===== config.mk =====
export PLATFORM = sky130hd
export DESIGN_NAME = accumulator
export DESIGN_NICKNAME = d
export VERILOG_FILES = /design/src/rtl/accumulator.sv
export SDC_FILE = /design/constraint.sdc
export NUM_CORES = 1
export LEC_CHECK = 0
export CORE_ASPECT_RATIO = 1.75
export CORE_MARGIN = 1.5
export CORE_UTILIZATION = 53
export DETAILED_ROUTE_END_ITERATION = 7
export PLACE_DENSITY = 0.79
export SETUP_SLACK_MARGIN = 0.1
export SLEW_MARGIN = 20
export SYNTH_ARGS = -nofsm -noshare
export SYNTH_HDL_FRONTEND = slang
export SYNTH_SLANG_ARGS = --single-unit
export TNS_END_PERCENT = 1

===== constraint.sdc =====
create_clock -name clk -period 2.3 [get_ports clk]
set_input_delay 0.575 -clock clk [delete_from_list [all_inputs] [get_ports clk]]
set_output_delay 0.575 -clock clk [all_outputs]
set_load 0.01 [all_outputs]

===== src/rtl/accumulator.sv =====
// Multiplier by repeated addition: RES = A*B, one addition per enabled cycle.
// Three-state control (IDLE/RUN/DONE) with a registered result that only updates in DONE.
module accumulator #(
  parameter int W = 8
) (
  input  logic           clk,
  input  logic           rst,
  input  logic           start,
  input  logic [W-1:0]   A,
  input  logic [W-1:0]   B,
  input  logic           inc,
  output logic [2*W-1:0] RES,
  output logic           busy,
  output logic           done
);

  typedef enum logic [1:0] {
    IDLE = 2'd0,
    RUN  = 2'd1,
    DONE = 2'd2
  } state_t;

  state_t           r_state;
  state_t           w_next;
  logic [W-1:0]     r_a;
  logic [W-1:0]     r_cnt;
  logic [2*W-1:0]   r_acc;
  logic [2*W-1:0]   r_res;
  logic             w_accept;
  logic             w_step;

  assign w_accept = (r_state == IDLE) && start;
  assign w_step   = (r_state == RUN) && inc && (r_cnt != '0);

  always_ff @(posedge clk) begin
    if (rst) begin
      r_state <= IDLE;
    end else begin
      r_state <= w_next;
    end
  end

  always_comb begin
    w_next = r_state;
    case (r_state)
      IDLE:    if (start) w_next = RUN;
      RUN:     if (inc && (r_cnt == '0)) w_next = DONE;
      DONE:    w_next = IDLE;
      default: w_next = IDLE;
    endcase
  end

  always_comb begin
    busy = 1'b0;
    done = 1'b0;
    case (r_state)
      RUN:     busy = 1'b1;
      DONE: begin
        busy = 1'b1;
        done = 1'b1;
      end
      default: ;
    endcase
  end

  // Datapath; RES captures acc only on the RUN->DONE edge so partial sums never show.
  always_ff @(posedge clk) begin
    if (rst) begin
      r_a   <= '0;
      r_cnt <= '0;
      r_acc <= '0;
      r_res <= '0;
    end else if (w_accept) begin
      r_a   <= A;
      r_cnt <= B;
      r_acc <= '0;
    end else if (w_step) begin
      r_acc <= r_acc + {{W{1'b0}}, r_a};
      r_cnt <= r_cnt - 1'b1;
    end else if ((r_state == RUN) && inc) begin
      r_res <= r_acc;
    end
  end

  assign RES = r_res;

endmodule


==> flow_summary.yaml <==
routing:
  drt_pass1_iterations: 5
  wl_mm: 5.52
  vias_per_cell: 5.59
  drc: 0
  via_count: 2182
  initialDrtViolationCount: 44
  ant_nets: 0
  avgRoutedWirePerCell_um: 14.2
clocking:
  clock-sinks: 50
  clk_latency_ns: 0.31
  cts_tree: "built"
  h-tree-depth: 2
  clockRootBuffer: "clkbuf_8"
  clk_path_buf_depth: 2
  clk_pin_slew_ns: 0.10
  cts_made_buffers: 5
  post-cts-setup-buffer-count: 0
die:
  coreArea_um2: 4440
  io_pins: 38
  rows: 32
  initial_core_util_pct: 55.7
  fp.dieW_um: 54.6
  die_h_um: 93.4
  dieArea_um2: 5100
sta:
  period_share_pct: 94.6
  hold_viol: 0
  layout_setup_ws_ns: 0.124
  tightestPinTransition_ns: 0.477
  final.min_clock_period_ns: 2.18
  fmax_mhz: 460
  fin_setup_tns_ns: 0
  max_slew_margin_pct: 68.1
  whs_ns: 0.456
  slew_violations: 0
  rsz0062_at_grt: "true"
  final-setup-viol-count: 0
  fin_skew_ns: 0.0135
global_routing:
  grt_pass1_vias: 2081
  grt_first_pass_wirelength_mm: 9.28
  grt_util_all_layers_pct: 24.2
  grt_overflow_total: 0
  antenna_found_initial: 0
  grt_max_degree: 27
yosys:
  ys_warn_count: 0
  synth_top_family_by_area: "simple AND/OR/NAND/NOR gates"
  yosysUniqueCellTypes: 43
  synth_area_um2: 2470
  synthSimpleGateAreaFrac_pct: 23.9
  synthAdderAreaFrac_pct: 8.40
  synth_cells: 292
  syn_area_per_cell_um2: 8.47
  synth-seq-cells: 50
  synthMuxAreaShare_pct: 2.02
  syn-num-nets: 328
  yosysSeqAreaShare_pct: 40.5
  synth_xor_area_share_pct: 4.25
  synth_compound_area_share_pct: 17.9
worst_hold_path:
  worstHoldPathType: "flop to flop"
setup_path:
  crit_path_max_fanout: 4
  critical_path.startpoint_type: "flop"
  cp-end-kind: "primary output"
  criticalPathCategory: "flop to primary output"
  worstPathRequired_ns: 1.73
  arrival_ns: 1.60
place:
  place_ws_ns: -0.0294
  dp_hpwl_mm: 4.11
  numPortBuffers: 37
  placed_area_um2: 2960
  gp_congestion: 0.862
finish:
  multi_input_area_um2: 1400
  final_common_cell: "nand2_1"
  antenna_cells: 0
  nFillCells: 360
  area_growth_pct: 24.6
  final_area_um2: 3080
  final-seq-area_um2: 1000
  nets: 374
  drive_gt1_share_pct: 10.0
  final_cell_mix: "nand2_1, dfxtp_1, clkdlybuf4s50_1, a21oi_1, nor2_1"
pwr:
  ir_worst_vdd_v: 0.000646
  cellLeakagePower_nw: 1.19
  power_density_nw_per_um2: 831
  total_power_w: 0.00256
flow_run:
  cap_viol_max_count: 0
run_status:
  status: "finished, final reports clean"
==> where the power goes <==
group / switching (W) / leakage [nW] / internal, W / total [W]
logic: 0.000462 / 0.724 / 0.000381 / 0.000843
clock network: 0.000317 / 0.0591 / 0.000332 / 0.000649
registers: 0.000113 / 0.406 / 0.000956 / 0.00107
total: 0.000892 / 1.19 / 0.00167 / 0.00256
==> through the flow <==
step	utilization (%)	instances
4_1_cts	69.3	390
5_1_grt	69.4	390
3_5_place_dp	66.7	382
6_report	69.4	390
2_1_floorplan	-	292
3_3_place_gp	66.7	382
==> metal layers <==
layer	routed length, µm	GRT usage [%]	vias up
li1	-	-	1112
met1	2230	27.6	1021
met2	3000	42.6	38
met3	137	3.99	11
met4	153	8.96	0
met5	0	0	-
==> worst max-delay path: stages (launching register included) <==
cell and delay, ns:
dfxtp_1 0.39, inv_1 0.10, ha_1 0.28, clkdlybuf4s50_1 0.52
==> flip-flops by register name (all words and copies together), names as in the netlist <==
name     cells
r_a          8
r_cnt        8
r_state      2
RES         16
r_acc       16
==> timing repair <==
action,4_1_cts,5_1_grt
hold buffers,0,0
endpoints found under the hold margin,0,0
resized for setup,0,1
endpoints found under the setup margin,0,8
==> cell type report <==
| type | count | share of cell area [%] |
|---|---|---|
| multi-input combinational | 224 | 45.4 |
| clock inverter | 3 | 1.54 |
| inverter | 5 | 0.609 |
| tap | 51 | 2.07 |
| timing repair buffer | 52 | 15.7 |
| sequential | 50 | 32.5 |
| clock buffer | 5 | 2.23 |
==> path summary, 6_finish.rpt <==
kind | endpoint | startpoint | cells after the start | slack (ns)
max | busy | r_state[0] | 3 | 0.12
min | RES[12] | RES[12] | 2 | 0.46
max reg2reg | r_acc[10] | r_acc[0] | 8 | 0.15
min reg2reg | RES[12] | RES[12] | 2 | 0.46
==> synthesized netlist by cell type, drive strengths merged <==
master  number  area [µm²]
or2          1        6.26
nand4        4        25.0
or3          3        18.8
nor4         2        33.8
nor4b        1        15.0
a211oi      10        80.1
nor3         8        50.1
o211ai       6        45.0
and4         1        8.76
o21ai        8        40.0
a31o         2        17.5
xor2         7        61.3
and3         3        18.8
ha          15         188
buf          4        22.5
o21a         1        7.51
a21oi       33         165
or4          1        7.51
mux2i        5        50.1
nand2b       1        6.26
nand3        8        40.0
a41o         1        10.0
nand2       60         225
nor2        24        90.1
nor3b        1        7.51
and2         2        12.5
a31oi        1        6.26
dfxtp       50        1000
xnor2        5        43.8
or4b         1        13.8
a21o         4        30.0
nor2b        2        12.5
fa           1        20.0
inv          5        18.8
clkbuf       9        33.8
a221oi       2        41.3
==> cells by family after synthesis <==
| kind of cell | count (synthesis) |
|---|---|
| and+or+nand+nor | 123 |
| adders and majority gates | 16 |
| buffers and inverters | 18 |
| AOI/OAI and AO/OA | 68 |
| muxes | 5 |
| DFF | 50 |
| xor gates and xnor gates | 12 |
Note: power is estimated with default switching activity, not from simulation.
